<file path="src/rtl/txgen.sv">
// -----------------------------------------------------------------------------
// txgen - bus response frame generator
//
// On each read request from the receive parser, txgen fetches one 32-bit
// sensor value from the sensor data store. It then serialises a 12-byte
// response frame into a byte-level UART transmitter, one byte at a time:
//
//   idx  0..1  DEV_ID, MSB first
//   idx  2..3  byte count 16'h0008, MSB first
//   idx  4     sensor ID
//   idx  5     status (8'h03 data OK, 8'hEE store timeout)
//   idx  6..9  sensor data, LSB first
//   idx 10..11 CRC, low byte first
//
// A one-deep buffer holds a request that arrives while a frame is in
// progress. A request that finds the buffer full is discarded and flagged
// on cmd_drop.
//
// Optional feature: define TXGEN_CRC_EN to carry CRC-16/MODBUS over bytes
// 0..9 in bytes 10..11. Without it, bytes 10..11 are 8'h00.
//
// Parameters:
//   DEV_ID   device ID sent in the header bytes
//   TIMEOUT  max cycles spent waiting for sen_rd_valid
// Ports:
//   sys_clk       system clock, rising edge
//   sys_rst       asynchronous active-low reset
//   ret_cmd       sensor ID to read, sampled with ret_cmd_flg
//   ret_cmd_flg   one-cycle request pulse
//   sen_rd_req    one-cycle read request to the sensor store
//   sen_rd_id     sensor ID, held from sen_rd_req until data accepted
//   sen_rd_data   sensor value, qualified by sen_rd_valid
//   sen_rd_valid  one-cycle data-valid pulse
//   tx_data       byte to UART TX, held from tx_start until tx_done
//   tx_start      one-cycle pulse, starts one byte
//   tx_done       one-cycle pulse, byte fully shifted out
//   frame_done    one-cycle pulse after the last byte completes
//   cmd_drop      one-cycle pulse when a request is discarded
// -----------------------------------------------------------------------------
module txgen #(
    parameter logic [15:0] DEV_ID  = 16'h0001,
    parameter logic [15:0] TIMEOUT = 16'd1000
) (
    input  logic        sys_clk,
    input  logic        sys_rst,
    input  logic [7:0]  ret_cmd,
    input  logic        ret_cmd_flg,
    output logic        sen_rd_req,
    output logic [7:0]  sen_rd_id,
    input  logic [31:0] sen_rd_data,
    input  logic        sen_rd_valid,
    output logic [7:0]  tx_data,
    output logic        tx_start,
    input  logic        tx_done,
    output logic        frame_done,
    output logic        cmd_drop
);

    typedef enum logic [2:0] {
        ST_IDLE      = 3'd0,
        ST_REQ       = 3'd1,
        ST_WAIT_DATA = 3'd2,
        ST_SEND      = 3'd3,
        ST_WAIT_DONE = 3'd4
    } state_t;

    state_t      state_r;
    logic [3:0]  idx_r;
    logic [7:0]  status_r;
    logic [31:0] data_r;
    logic        pend_vld_r;
    logic [7:0]  pend_id_r;
    logic [15:0] tmo_cnt_r;
    logic        sen_rd_req_r;
    logic [7:0]  sen_rd_id_r;
    logic [7:0]  tx_data_r;
    logic        tx_start_r;
    logic        frame_done_r;
    logic        cmd_drop_r;
    logic [15:0] crc_s;

    // Selects the frame byte for a given index from the latched fields.
    function automatic logic [7:0] frame_byte(
        input logic [3:0]  idx,
        input logic [7:0]  id,
        input logic [7:0]  status,
        input logic [31:0] data,
        input logic [15:0] crc
    );
        logic [7:0] b;
        case (idx)
            4'd0:    b = DEV_ID[15:8];
            4'd1:    b = DEV_ID[7:0];
            4'd2:    b = 8'h00;
            4'd3:    b = 8'h08;
            4'd4:    b = id;
            4'd5:    b = status;
            4'd6:    b = data[7:0];
            4'd7:    b = data[15:8];
            4'd8:    b = data[23:16];
            4'd9:    b = data[31:24];
            4'd10:   b = crc[7:0];
            4'd11:   b = crc[15:8];
            default: b = 8'h00;
        endcase
        return b;
    endfunction

`ifdef TXGEN_CRC_EN
    logic [15:0] crc_r;

    // One byte step of CRC-16/MODBUS (reflected polynomial 0xA001).
    function automatic logic [15:0] crc16_modbus_byte(
        input logic [15:0] crc_in,
        input logic [7:0]  data
    );
        logic [15:0] c;
        c = crc_in ^ {8'h00, data};
        for (int i = 0; i < 8; i++) begin
            if (c[0]) begin
                c = (c >> 1) ^ 16'hA001;
            end else begin
                c = c >> 1;
            end
        end
        return c;
    endfunction

    // The CRC restarts with every request. It absorbs each byte in its SEND
    // cycle, so it already covers byte 9 by the time byte 10 is loaded.
    always_ff @(posedge sys_clk or negedge sys_rst) begin
        if (!sys_rst) begin
            crc_r <= 16'hFFFF;
        end else if (state_r == ST_REQ) begin
            crc_r <= 16'hFFFF;
        end else if ((state_r == ST_SEND) && (idx_r <= 4'd9)) begin
            crc_r <= crc16_modbus_byte(crc_r, tx_data_r);
        end else begin
            crc_r <= crc_r;
        end
    end

    assign crc_s = crc_r;
`else
    assign crc_s = 16'h0000;
`endif

    // Main sequencer: request, data fetch or timeout, then byte handshake.
    // Every output is a register loaded on the transition into its state.
    always_ff @(posedge sys_clk or negedge sys_rst) begin
        if (!sys_rst) begin
            state_r      <= ST_IDLE;
            idx_r        <= 4'd0;
            status_r     <= 8'h00;
            data_r       <= 32'h0000_0000;
            pend_vld_r   <= 1'b0;
            pend_id_r    <= 8'h00;
            tmo_cnt_r    <= 16'd0;
            sen_rd_req_r <= 1'b0;
            sen_rd_id_r  <= 8'h00;
            tx_data_r    <= 8'h00;
            tx_start_r   <= 1'b0;
            frame_done_r <= 1'b0;
            cmd_drop_r   <= 1'b0;
        end else begin
            sen_rd_req_r <= 1'b0;
            tx_start_r   <= 1'b0;
            frame_done_r <= 1'b0;
            cmd_drop_r   <= 1'b0;

            // A request that arrives while busy is parked, or dropped if the
            // park slot is taken. The IDLE branch below handles its own arrivals.
            if ((state_r != ST_IDLE) && ret_cmd_flg) begin
                if (!pend_vld_r) begin
                    pend_vld_r <= 1'b1;
                    pend_id_r  <= ret_cmd;
                end else begin
                    cmd_drop_r <= 1'b1;
                end
            end

            case (state_r)
                ST_IDLE: begin
                    if (pend_vld_r) begin
                        // Older parked request goes first; a simultaneous
                        // new one takes its place in the slot.
                        state_r      <= ST_REQ;
                        sen_rd_req_r <= 1'b1;
                        sen_rd_id_r  <= pend_id_r;
                        tmo_cnt_r    <= 16'd0;
                        if (ret_cmd_flg) begin
                            pend_id_r <= ret_cmd;
                        end else begin
                            pend_vld_r <= 1'b0;
                        end
                    end else if (ret_cmd_flg) begin
                        state_r      <= ST_REQ;
                        sen_rd_req_r <= 1'b1;
                        sen_rd_id_r  <= ret_cmd;
                        tmo_cnt_r    <= 16'd0;
                    end else begin
                        state_r <= ST_IDLE;
                    end
                end
                ST_REQ: begin
                    state_r <= ST_WAIT_DATA;
                end
                ST_WAIT_DATA: begin
                    // Valid takes priority over a timeout in the same cycle.
                    if (sen_rd_valid) begin
                        data_r     <= sen_rd_data;
                        status_r   <= 8'h03;
                        idx_r      <= 4'd0;
                        tx_data_r  <= DEV_ID[15:8];
                        tx_start_r <= 1'b1;
                        state_r    <= ST_SEND;
                    end else if (tmo_cnt_r == (TIMEOUT - 16'd1)) begin
                        data_r     <= 32'hFFFF_FFFF;
                        status_r   <= 8'hEE;
                        idx_r      <= 4'd0;
                        tx_data_r  <= DEV_ID[15:8];
                        tx_start_r <= 1'b1;
                        state_r    <= ST_SEND;
                    end else begin
                        tmo_cnt_r <= tmo_cnt_r + 16'd1;
                    end
                end
                ST_SEND: begin
                    state_r <= ST_WAIT_DONE;
                end
                ST_WAIT_DONE: begin
                    if (tx_done) begin
                        if (idx_r == 4'd11) begin
                            idx_r        <= 4'd0;
                            frame_done_r <= 1'b1;
                            state_r      <= ST_IDLE;
                        end else begin
                            idx_r      <= idx_r + 4'd1;
                            tx_data_r  <= frame_byte(idx_r + 4'd1, sen_rd_id_r,
                                                     status_r, data_r, crc_s);
                            tx_start_r <= 1'b1;
                            state_r    <= ST_SEND;
                        end
                    end else begin
                        state_r <= ST_WAIT_DONE;
                    end
                end
                default: begin
                    state_r <= ST_IDLE;
                end
            endcase
        end
    end

    assign sen_rd_req = sen_rd_req_r;
    assign sen_rd_id  = sen_rd_id_r;
    assign tx_data    = tx_data_r;
    assign tx_start   = tx_start_r;
    assign frame_done = frame_done_r;
    assign cmd_drop   = cmd_drop_r;

endmodule

</file>
<file path="config.mk">
export PLATFORM = sky130hd
export DESIGN_NAME = txgen
export DESIGN_NICKNAME = d
export VERILOG_FILES = /design/src/rtl/txgen.sv
export SDC_FILE = /design/constraint.sdc
export NUM_CORES = 1
export LEC_CHECK = 0
export ABC_AREA = 1
export CAP_MARGIN = 20
export CORE_ASPECT_RATIO = 0.7
export CORE_MARGIN = 1.5
export CORE_UTILIZATION = 64
export DETAILED_ROUTE_END_ITERATION = 6
export DONT_BUFFER_PORTS = 1
export PLACE_DENSITY = 0.8
export REMOVE_ABC_BUFFERS = 1
export SYNTH_ARGS = -nofsm -noshare
export SYNTH_HDL_FRONTEND = slang
export SYNTH_SLANG_ARGS = --single-unit
export TNS_END_PERCENT = 5
</file>
<file path="constraint.sdc">
create_clock -name sys_clk -period 2.2 [get_ports sys_clk]
set_input_delay 0.44 -clock sys_clk [delete_from_list [all_inputs] [get_ports sys_clk]]
set_output_delay 0.44 -clock sys_clk [all_outputs]
set_load 0.03 [all_outputs]
</file>
### Word level (Yosys, flattened, before mapping)

Cells that the tools add are included.

* flip-flop bits (word level): 92
* output and inout bits: 20
* input bits: 45

* mux-type cells: 51
* add/subtract/negate cells: 2
* reductions and logical operators: 12
* eq/ne operators: 20

Operators with widths (count)
* $mux 8: 13
* $mux 16: 4
* $mux 32: 2
* $pmux 8 s8: 1
* $pmux 16 s2: 1
* $mux 1: 18
* $add 16x1->16 const B: 1
* $eq 16x10->1 const B: 1
* $eq 4x3->1 const B: 4
* $mux 4: 4
* $pmux 8 s2: 1
* $pmux 3 s5: 1
* $eq 4x4->1 const B: 3
* $mux 3: 3
* $ne 2x2->1 const B: 4
* $pmux 4 s2: 1
* $reduce_and 4->1: 2
* $reduce_bool 2->1: 4
* $eq 3x2->1 const B: 2
* $ne 3x3->1 const B: 2
* $add 4x1->4 const B: 1
* $eq 4x1->1 const B: 1
* $eq 4x2->1 const B: 1
* $reduce_and 2->1: 2
* other kinds (8): 8

### Longest topological paths before layout

* word-level depth: 6
* depth in mapped cells: 12

### Least setup slack after synthesis

Ideal clock, no wire load.

* path type: register to register
* start point: register idx_r[0]
* end point: register tx_data_r[0] (netlist: tx_data[0])
* cell stages (with the launch flop): 10
* required time: 2.083 ns
* data arrival time: 1.507 ns
* setup slack: 0.576 ns
* clock period less this slack: 1.624 ns
* cells stage by stage: dfrtp_1 > ha_1 > xor2_2 > buf_4 > o211ai_2 > nand2_1 > nor2_1 > nor2_4 > nand2_1 > nand2_1

* word-level cells in the longest chain between the ends: 6
* elaborated cells between the ends (all ways): 16
* classes of those cells: add/sub: 1; eq/ne: 10; mux: 4; reduce/logical: 1

RTL lines
* start: declaration: line 68 `logic [3:0] idx_r;`
* start signal: assignment: line 238 `idx_r <= idx_r + 4'd1;`
* $add 4x1->4: line 239 `tx_data_r <= frame_byte(idx_r + 4'd1, sen_rd_id_r,`
* $eq 4x4->1, or another cell as far along: line 91 `case (idx)`
* $pmux 8 s8: line 91
* $mux 8: line 233 `if (idx_r == 4'd11) begin`
* $mux 8: line 232 `if (tx_done) begin`
* $pmux 8 s2: line 182 `case (state_r)`
* end signal: assignment: line 214 `tx_data_r <= DEV_ID[15:8];`
* end signal: assignment: line 221 `tx_data_r <= DEV_ID[15:8];`
* end signal: assignment: line 239
* end: declaration: line 76 `logic [7:0] tx_data_r;`

Parallel ways exist; a longest one is shown, timed or not. The select of a mux whose other input is x is not followed.
A chain may end at the register's enable or synchronous reset.

### Final worst setup path

* start point: register idx_r[0]
* end point: register tx_data_r[4] (netlist: tx_data[4])

The elaborated chain is that of the path after synthesis.

==> impl_metrics.tcl <==
set metrics [dict create \
    grt_max_degree 88 \
    grt_first_pass_wirelength_um 18000 \
    dpl.hpwl_um 7630 \
    yosys.area_share.simple_pct 29.3 \
    ant_nets 0 \
    antenna_cells 0 \
    p_switching_uw 2310 \
    synthMuxAreaShare_pct 0 \
    yosys.area_share.adder_pct 1.60 \
    p_seq_share_pct 46.8 \
    dr.pass1.iters 5 \
    synth_top_area_share_pct 46.4 \
    power.density_nw_per_um2 1190 \
    ir_worst_vdd_mv 0.844 \
    cts_tree "done" \
    postCtsSetupBuffers 0 \
    end_kind "register" \
    slew_viol_final 0 \
    finalSetupViolations 0 \
    gp_congestion 0.928 \
    ys_ff_latch 87 \
    area_growth_pct 4.59 \
    yosysTopAreaCell "dfrtp_1" \
    rsz0062_at_grt "no" \
    vias 3942 \
    synth_top_family_by_area "simple AND/OR/NAND/NOR gates" \
    ios 65 \
    htree_num_levels 3 \
    timing.slew.headroom_pct 57.9 \
    yosysWarningCount 0 \
    clockPowerShare_pct 23.8 \
    track_usage_pct 29.9 \
    die_y_um 74.6 \
    fin_cells 642 \
    synth_top_flop_cell "dfrtp_1" \
    startpoint_type "register" \
    fin_crit_ns 2.02 \
    yosys-top-cells-count "149 x nand2_1, 87 x dfrtp_1, 44 x inv_1" \
    p_leak_uw 0.00228 \
    violations "negative hold slack" \
    fin_area_um2 4900 \
    final_hold_viol_count 87 \
    die-area_um2 7850 \
    crit_type "reg2reg" \
    drc_errors 0 \
    r2r_slack_ns 0.18 \
    root_buffer "clkbuf_8" \
    wl_per_cell_um 17.0 \
    swShare_pct 39.7 \
    via_per_inst 6.14 \
    synthCells 555 \
    crit_arrival_ns 2.33 \
    worstPathRequired_ns 2.51 \
    comb_power_share_pct 29.4 \
    nets 594 \
    numCtsBuffers 9 \
    p_int_uw 3520 \
    status "finished with violations" \
    clock_latency_ns 0.37 \
    drive_gt1_share_pct 9.31 \
    hp-class "in2async" \
    synth_edf_count 0 \
    die_x_um 105 \
    yosysSeqAreaShare_pct 46.4 \
    whs_ns -0.245 \
    initial_utilization_pct 67.8 \
    max_freq_mhz 495 \
    drt_iter0_markers 255 \
    core-area_um2 6910 \
    ys_top_cells_by_area "dfrtp_1 46%, nand2_1 12%, o22a_1 5.4%" \
    worstMarginPinSlew_ns 0.632 \
    setup_tns_ns 0 \
    place_area_um2 4640 \
    netlist_area_um2 4690 \
    synthXorXnorAreaFrac_pct 1.82 \
    grt_pass1_vias 3666 \
    post-route-period-util_pct 91.8 \
    grt.overflow.total 0 \
    skew_ns 0.00949 \
    wirelength_um 10900 \
    antenna_found_initial 0 \
    synth_compound_area_share_pct 12.7 \
    crit_fanout 18 \
    yosysMostFrequentCell "nand2_1" \
    clockBufferDepth 2 \
    io_buffer_count 0 \
    yosysUniqueCellTypes 41 \
    clkSlewWorstSetupHoldPaths_ns 0.09 \
    cts_sinks 87 \
    finalCoreUtilization_pct 70.9 \
    avgSynthCellArea_um2 8.45 \
    drv_cap 0 \
    synthArstFlopShare_pct 100 \
    row_count 25 \
    placed_cells 626 \
]
## cell type report
type | instances | area [µm²]
clock inverters | 6 | 116
repair buffers | 5 | 37.5
flip-flops and latches | 87 | 2180
clock buffers | 10 | 138
well taps | 94 | 118
inverters | 47 | 181
fillers | 556 | 2010
multi-input cells | 393 | 2130
## power groups by stage
stage / registers [µW] / logic [µW] / clock network [µW]
finish: 2730 / 1710 / 1390
global route: 2800 / 1940 / 1470
CTS: 2720 / 1710 / 1410
detailed placement: 2760 / 1710 / 0
global placement: 2730 / 1640 / 0
floorplan: 2610 / 1350 / 0
## final timing paths
path / start / to / depth (start not counted)
max: idx_r[0]$_DFFE_PN0P_ / tx_data[4]$_DFFE_PN0P_ / 9
min: sys_rst / tx_data[0]$_DFFE_PN0P_ / 0
max in group asynchronous: sys_rst / pend_id_r[0]$_DFF_PN0_ / 0
min reg2reg: status_r[1]$_DFFE_PN0P_ / status_r[1]$_DFFE_PN0P_ / 1
max reg2reg: idx_r[0]$_DFFE_PN0P_ / tx_data[4]$_DFFE_PN0P_ / 9
min in group sys_clk: sen_rd_data[25] / data_r[25]$_DFFE_PN0P_ / 1
## flip-flops by register name (all words and copies together), names as in the netlist
| signal | flops |
|---|---|
| data_r | 32 |
| tmo_cnt_r | 16 |
| pend_id_r | 8 |
| sen_rd_id | 8 |
| tx_data | 8 |
| idx_r | 4 |
| state_r | 3 |
| status_r | 3 |
| cmd_drop | 1 |
| frame_done | 1 |
| pend_vld_r | 1 |
| sen_rd_req | 1 |
| tx_start | 1 |
## metal layers
metal | share of wire (%) | GRT usage (%) | wire length, µm | up-vias
li1 | - | - | - | 1857
met1 | 45 | 40.9 | 4970 | 1888
met2 | 44 | 46.0 | 4810 | 180
met3 | 9.4 | 10.4 | 1020 | 17
met4 | 1.1 | 7.61 | 124 | 0
met5 | 0 | 0 | 0 | -
## cells by family after synthesis
logic type	Yosys count
adder cells (fa/ha/maj)	6
AND/OR/NAND/NOR	293
flip-flops	87
XOR/XNOR	8
AO/OA/AOI/OAI	86
buffers and inverters	75
## placed cells by master (no fill, tap or decap), types with 2 or more instances in the layout
master     synthesis  final
nor2_1            35     35
o21ai_0           30     30
o21ai_1            5      5
nand2_1          149    149
nor2_4             2      2
nand4_1           40     40
inv_1             44     43
buf_4              3      5
inv_2              1      2
nor3_1            10     10
o22a_1            29     29
ha_1               6      6
nor2_2             2      2
clkinv_4           0      2
nor3_2             2      2
or2_2              3      3
clkbuf_8           0     10
bufinv_16          0      3
nand2_4            2      3
nand3_1           40     40
dfrtp_1           87     87
inv_4              2      2
xor2_1             5      5
o211ai_1          10     10
a21oi_1            5      5
o21ai_2            5      5
## worst max-delay path, stage by stage (launching register included)
cell and delay, ns:
dfrtp_1 0.50, ha_1 0.31, xor2_2 0.24, buf_4 0.27, nand3_1 0.13, nand3_1 0.11
nor2_1 0.07, nor2_4 0.18, nand2_1 0.09, nand2_1 0.07
## repair_timing
item | CTS | global route
endpoints found under the setup margin | 0 | 8
endpoints found under the hold margin | 87 | 87
gates resized for setup | 0 | 2
## metrics by stage
stage	power, µW	worst slack, ns
after global placement	4380	0.279
after CTS	5840	0.161
final	5830	0.180
after global routing	6210	0.0249
after detailed placement	4460	0.210
after floorplan	3960	0.209
(Power assumes the default switching activity.)
